`config.mk`:
```
export PLATFORM = sky130hd
export DESIGN_NAME = pc_sequencer_flat
export DESIGN_NICKNAME = d
export VERILOG_FILES = /design/src/rtl/pc_sequencer_pkg.sv /design/src/rtl/pc_sequencer_if.sv /design/src/rtl/pc_sequencer_next_pc_mux.sv /design/src/rtl/pc_sequencer.sv /design/src/flat_wrapper.sv
export SDC_FILE = /design/constraint.sdc
export NUM_CORES = 1
export LEC_CHECK = 0
export ABC_AREA = 0
export BUFFER_PORTS_ARGS = -buffer_cell sky130_fd_sc_hd__buf_2
export CAP_MARGIN = 40
export CELL_PAD_IN_SITES_DETAIL_PLACEMENT = 0
export CELL_PAD_IN_SITES_GLOBAL_PLACEMENT = 1
export CORE_ASPECT_RATIO = 0.7
export CORE_UTILIZATION = 41
export DETAILED_ROUTE_END_ITERATION = 8
export PLACE_DENSITY = 0.84
export SLEW_MARGIN = 10
export SYNTH_ARGS = -nofsm -noshare
export SYNTH_HDL_FRONTEND = slang
export SYNTH_HIERARCHICAL = 1
export SYNTH_SLANG_ARGS = --single-unit
```
`constraint.sdc`:
```
create_clock -name clock -period 7.08 [get_ports clock]
set_input_delay 0.708 -clock clock [delete_from_list [all_inputs] [get_ports clock]]
set_output_delay 0.708 -clock clock [all_outputs]
set_load 0.1 [all_outputs]
```
`src/rtl/pc_sequencer_pkg.sv`:
```
// Shared types and constants for the PC sequencer: FSM states, PC width, reset vector.
package pc_sequencer_pkg;
   localparam int PC_W = 32;
   localparam logic [PC_W-1:0] RESET_PC = 32'h0000_0000;

   typedef enum logic [1:0] {
      RUN      = 2'd0,
      OUT_WAIT = 2'd1,
      HALTED   = 2'd2
   } seq_state_e;
endpackage

```
`src/rtl/pc_sequencer_if.sv`:
```
// Decoder/IO-facing bundle of the PC sequencer; master drives decode, slave is the sequencer.
interface pc_sequencer_if;
   import pc_sequencer_pkg::*;
   logic            halt;
   logic            output_flag;
   logic            jump;
   logic            Jal;
   logic            JR;
   logic            Branch;
   logic            branch_cond;
   logic [15:0]     imm;
   logic [25:0]     jtarget;
   logic [PC_W-1:0] jr_addr;
   logic            out_ack;
   logic [PC_W-1:0] pc;
   logic [PC_W-1:0] link_addr;
   logic            instr_valid;
   logic            out_req;
   logic            halted;
   logic [PC_W-1:0] instr_count;

   modport master (
      output halt, output_flag, jump, Jal, JR, Branch, branch_cond,
             imm, jtarget, jr_addr, out_ack,
      input  pc, link_addr, instr_valid, out_req, halted, instr_count
   );

   modport slave (
      input  halt, output_flag, jump, Jal, JR, Branch, branch_cond,
             imm, jtarget, jr_addr, out_ack,
      output pc, link_addr, instr_valid, out_req, halted, instr_count
   );
endinterface

```
`src/rtl/pc_sequencer_next_pc_mux.sv`:
```
// Combinational next-address select for a flowing instruction (halt/output holds live in the FSM).
module next_pc_mux
   import pc_sequencer_pkg::*;
(
   input  logic [PC_W-1:0] i_pc,
   input  logic            i_jump,
   input  logic            i_jr,
   input  logic            i_branch,
   input  logic            i_branch_cond,
   input  logic [15:0]     i_imm,
   input  logic [25:0]     i_jtarget,
   input  logic [PC_W-1:0] i_jr_addr,
   output logic [PC_W-1:0] o_pc_plus1,
   output logic [PC_W-1:0] o_next_pc
);
   logic [PC_W-1:0] w_br_target;
   logic [PC_W-1:0] w_j_target;

   assign o_pc_plus1  = i_pc + 32'd1;
   assign w_br_target = o_pc_plus1 + {{16{i_imm[15]}}, i_imm};
   assign w_j_target  = {o_pc_plus1[31:26], i_jtarget};

   // JR beats jump beats a taken branch.
   always_comb begin
      o_next_pc = o_pc_plus1;
      if (i_jr)
         o_next_pc = i_jr_addr;
      else if (i_jump)
         o_next_pc = w_j_target;
      else if (i_branch && i_branch_cond)
         o_next_pc = w_br_target;
   end
endmodule

```
`src/rtl/pc_sequencer.sv`:
```
// Program counter sequencer: RUN / OUT_WAIT / HALTED FSM, pc register and retire counter.
module pc_sequencer
   import pc_sequencer_pkg::*;
(
   input  logic       clock,
   input  logic       reset,
   pc_sequencer_if.slave bus
);
   seq_state_e      r_state;
   logic [PC_W-1:0] r_pc;
   logic [PC_W-1:0] r_instr_count;
   logic            r_out_req;
   logic            r_halted;
   logic [PC_W-1:0] w_pc_plus1;
   logic [PC_W-1:0] w_next_pc;

   next_pc_mux u_next_pc_mux (
      .i_pc          (r_pc),
      .i_jump        (bus.jump),
      .i_jr          (bus.JR),
      .i_branch      (bus.Branch),
      .i_branch_cond (bus.branch_cond),
      .i_imm         (bus.imm),
      .i_jtarget     (bus.jtarget),
      .i_jr_addr     (bus.jr_addr),
      .o_pc_plus1    (w_pc_plus1),
      .o_next_pc     (w_next_pc)
   );

   always_ff @(posedge clock) begin
      if (reset) begin
         r_state       <= RUN;
         r_pc          <= RESET_PC;
         r_instr_count <= '0;
         r_out_req     <= 1'b0;
         r_halted      <= 1'b0;
      end else begin
         case (r_state)
            RUN: begin
               if (bus.halt) begin
                  r_state  <= HALTED;
                  r_halted <= 1'b1;
               end else if (bus.output_flag) begin
                  r_state   <= OUT_WAIT;
                  r_out_req <= 1'b1;
               end else begin
                  r_pc          <= w_next_pc;
                  r_instr_count <= r_instr_count + 32'd1;
               end
            end
            OUT_WAIT: begin
               // The OUTPUT instruction retires only once the device takes the value.
               if (bus.out_ack) begin
                  r_state       <= RUN;
                  r_out_req     <= 1'b0;
                  r_pc          <= w_pc_plus1;
                  r_instr_count <= r_instr_count + 32'd1;
               end
            end
            HALTED: ;
            default: begin
               r_state   <= RUN;
               r_out_req <= 1'b0;
               r_halted  <= 1'b0;
            end
         endcase
      end
   end

   assign bus.pc          = r_pc;
   assign bus.link_addr   = w_pc_plus1;
   assign bus.out_req     = r_out_req;
   assign bus.halted      = r_halted;
   assign bus.instr_count = r_instr_count;
   assign bus.instr_valid = !reset && (r_state == RUN) && !bus.halt;
endmodule

```
`src/flat_wrapper.sv`:
```
// flat-port wrapper written by rule: the top's interface ports become plain ports
module pc_sequencer_flat import pc_sequencer_pkg::*;
  (clock, reset, bus_halt, bus_output_flag, bus_jump, bus_Jal, bus_JR, bus_Branch, bus_branch_cond, bus_imm, bus_jtarget, bus_jr_addr, bus_out_ack, bus_pc, bus_link_addr, bus_instr_valid, bus_out_req, bus_halted, bus_instr_count);
  pc_sequencer_if bus_i ();
  input  logic clock;
  input  logic reset;
  input wire logic [$bits(bus_i.halt)-1:0] bus_halt;
  input wire logic [$bits(bus_i.output_flag)-1:0] bus_output_flag;
  input wire logic [$bits(bus_i.jump)-1:0] bus_jump;
  input wire logic [$bits(bus_i.Jal)-1:0] bus_Jal;
  input wire logic [$bits(bus_i.JR)-1:0] bus_JR;
  input wire logic [$bits(bus_i.Branch)-1:0] bus_Branch;
  input wire logic [$bits(bus_i.branch_cond)-1:0] bus_branch_cond;
  input wire logic [$bits(bus_i.imm)-1:0] bus_imm;
  input wire logic [$bits(bus_i.jtarget)-1:0] bus_jtarget;
  input wire logic [$bits(bus_i.jr_addr)-1:0] bus_jr_addr;
  input wire logic [$bits(bus_i.out_ack)-1:0] bus_out_ack;
  output wire logic [$bits(bus_i.pc)-1:0] bus_pc;
  output wire logic [$bits(bus_i.link_addr)-1:0] bus_link_addr;
  output wire logic [$bits(bus_i.instr_valid)-1:0] bus_instr_valid;
  output wire logic [$bits(bus_i.out_req)-1:0] bus_out_req;
  output wire logic [$bits(bus_i.halted)-1:0] bus_halted;
  output wire logic [$bits(bus_i.instr_count)-1:0] bus_instr_count;
  assign bus_i.halt = bus_halt;
  assign bus_i.output_flag = bus_output_flag;
  assign bus_i.jump = bus_jump;
  assign bus_i.Jal = bus_Jal;
  assign bus_i.JR = bus_JR;
  assign bus_i.Branch = bus_Branch;
  assign bus_i.branch_cond = bus_branch_cond;
  assign bus_i.imm = bus_imm;
  assign bus_i.jtarget = bus_jtarget;
  assign bus_i.jr_addr = bus_jr_addr;
  assign bus_i.out_ack = bus_out_ack;
  assign bus_pc = bus_i.pc;
  assign bus_link_addr = bus_i.link_addr;
  assign bus_instr_valid = bus_i.instr_valid;
  assign bus_out_req = bus_i.out_req;
  assign bus_halted = bus_i.halted;
  assign bus_instr_count = bus_i.instr_count;
  pc_sequencer u_core (.clock(clock), .reset(reset), .bus(bus_i));
endmodule
```
==> metrics.yaml <==
whs_ps: 493
start_util_pct: 42.5
ys_warn_count: 6
grt_pass1_vias: 6117
yosys_register_bits: 68
cap_viol_max_count: 0
synth_flop_cell: "dfxtp_1"
drv_slew: 0
min_path_type: "reg -> reg"
cts-resized-gates: 0
synth_area_leaders: "dfxtp_1 (22%), ha_1 (8.5%), nor2_1 (6.7%), mux2i_1 (6.5%), xnor2_1 (6.1%)"
ctsHtreeMaxLevel: 3
min_period_over_period_pct: 72.1
die_x_um: 150
first_iter_violations: 487
combinationalPowerShare_pct: 61.0
rsz0062_at_grt: "no"
ir_drop_mv: 0.230
grt_overflow: 0
ctsHoldBuffers: 0
p_int_mw: 1.09
antenna_cells: 0
dieArea_um2: 15900
synthDistinctLibCells: 66
viasPerCell: 5.67
synth_edf_count: 0
drc: 0
grt_max_degree: 71
seqPwrFrac_pct: 19.8
mostFrequentLayoutCells: "buf_2 (181), nor2_1 (111), nand2_1 (88)"
cp_slowest_cell: "nor4_2"
finClkSkew_ps: 7.22
gp_congestion: 0.914
critPathCaptureType: "register"
utilization_pct: 51.6
clk_pin_slew_worst_paths_ps: 70
synth_top_cell_area_share_pct: 21.6
vias: 6779
power_leakage_nw: 3.38
min_period_ps: 5110
cts.sinks: 68
max_clock_freq_mhz: 196
outcome: "completed"
p_switching_mw: 1.43
rows: 37
die_y_um: 106
netlist_instances: 841
switching_share_pct: 56.8
grt_pass1_wl_mm: 33.1
antenna_found_initial: 0
io_pins: 183
arrival_ps: 5350
tritoncts: "built"
layout-drive-gt1-share_pct: 22.4
layout.nets: 1123
routedWlPerCell_um: 17.6
finalWirelength_mm: 21.0
start_kind: "register"
setup_tns_ps: 0
max_stage_delay_ps: 760
areaGrowthSynthToFinish_pct: 21.3
hpwl_mm: 15.7
cts_root_buffer: "clkbuf_16"
power.density_nw_per_um2: 329
cp_max_fo: 8
syn_area_per_cell_um2: 7.51
syn_area_um2: 6320
drt_first_pass_iters: 6
post_cts_buffers: 0
critPathKind: "reg -> reg"
final_common_cell: "buf_2"
synth_fp_nets: 969
ys_seq_area_share_pct: 21.6
portBuffers: 181
cts_made_buffers: 9
crit_chain: "ha_1, nand3_1, nor4_2, nand3_1, xnor2_1, ha_1, and3_1, a32o_1, a311oi_2, o21ai_0, o221ai_1, o21bai_1, xnor2_1, a31oi_1, mux2i_1, a211oi_1"
ant_nets: 0
clock_path_buffers: 2
hold_violations: 0
async_reset_ff_share_pct: 0
worst_pin_slew_ps: 859
grt.total_usage_pct: 26.5
synth_top_cell_by_area: "dfxtp_1"
clk_latency_ps: 340
critPathRequiredTime_ps: 7320
slew_headroom_pct: 42.3
clkPwrFrac_pct: 19.2
coreArea_um2: 14900
setup_viol: 0
-- metrics by stage --
step	cell area, um2	power [mW]	std cells	setup WS, ps
after detailed placement	7360	2.03	1179	2120
after floorplan	6320	1.76	841	295
after global placement	7340	2.03	1178	2160
final	7660	2.52	1195	1970
after global routing	7660	2.66	1195	1660
after CTS	7660	2.52	1195	2070
-- worst max-delay path, delay by kind of cell (launching register included) --
family | cells | cell delay, ps
compound gates | 7 | 2010
simple gates | 4 | 1350
flops | 1 | 460
xor+xnor | 2 | 460
fa+ha+maj | 2 | 630
mux | 1 | 90
-- kinds of logic (layout without fill, tap and decap cells) --
logic type	count (synthesis)	after routing	share of synthesized area (%)
simple gates	336	336	25.1
compound gates	212	212	23.0
xor+xnor	80	80	11.1
flops	68	68	21.6
buf+inv	59	218	3.72
fa+ha+maj	44	44	8.84
mux	42	42	6.68
-- final cells by class --
class                   instances  area, um2
multi-input cells             714       4740
clock buffers                   9        225
flip-flops and latches         68       1360
clock inverters                 7       82.6
well taps                     195        244
fillers                      1501       7200
repair buffers                187        958
inverters                      15       56.3
-- power groups by stage --
| stage | sequential, mW | clock, mW | combinational, mW |
|---|---|---|---|
| after global placement | 0.504 | 0 | 1.52 |
| final | 0.498 | 0.485 | 1.54 |
| after floorplan | 0.821 | 0 | 0.937 |
| after detailed placement | 0.505 | 0 | 1.52 |
| after global routing | 0.507 | 0.514 | 1.64 |
| after CTS | 0.497 | 0.491 | 1.53 |
-- registers in the layout (all words and copies together), names as in the netlist --
register	count
u_core/r_state	2
u_core/bus.out_req	1
u_core/bus.instr_count	32
u_core/bus.pc	32
u_core/bus.halted	1
-- synth_stat cells (2+ instances only) --
library cell	instances
nand3b_1	2
and2_1	3
nand2_1	88
a211oi_1	40
inv_1	15
xor2_1	36
nor3_1	10
mux2i_1	41
nand4_1	24
o211a_1	3
o31ai_1	8
o41ai_1	2
nor3_2	2
xnor2_1	44
clkbuf_1	34
o22ai_1	9
nor2_1	112
buf_2	8
a31oi_1	4
nand3_1	38
nor4_1	9
o311ai_0	2
dfxtp_1	68
o221ai_1	2
or2_2	4
nor2b_1	8
a21o_1	19
o21a_1	4
or3_1	6
ha_1	43
o21bai_1	4
a311oi_1	3
o21ai_0	38
nand2b_1	3
o211ai_1	10
and3_1	15
a21oi_1	47
and4_1	5
-- worst paths after layout --
check,from,endpoint,slack (ps),cells past startpoint
setup / recovery,u_core/bus.pc[0],u_core/bus.pc[24],1970,16
setup reg to reg,u_core/bus.pc[0],u_core/bus.pc[24],1970,16
hold reg to reg,u_core/bus.instr_count[31],u_core/bus.instr_count[31],490,2
hold / removal,u_core/bus.instr_count[31],u_core/bus.instr_count[31],490,2
-- routing by layer --
layer | share of wire (%) | wire length [um] | vias to the layer above | track usage, %
li1 | - | - | 3379 | -
met1 | 52 | 10900 | 3115 | 41.3
met2 | 39 | 8210 | 268 | 36.2
met3 | 8.4 | 1770 | 17 | 6.19
met4 | 0.99 | 209 | 0 | 4.83
met5 | 0 | 0 | - | 0
(Power assumes the default switching activity.)
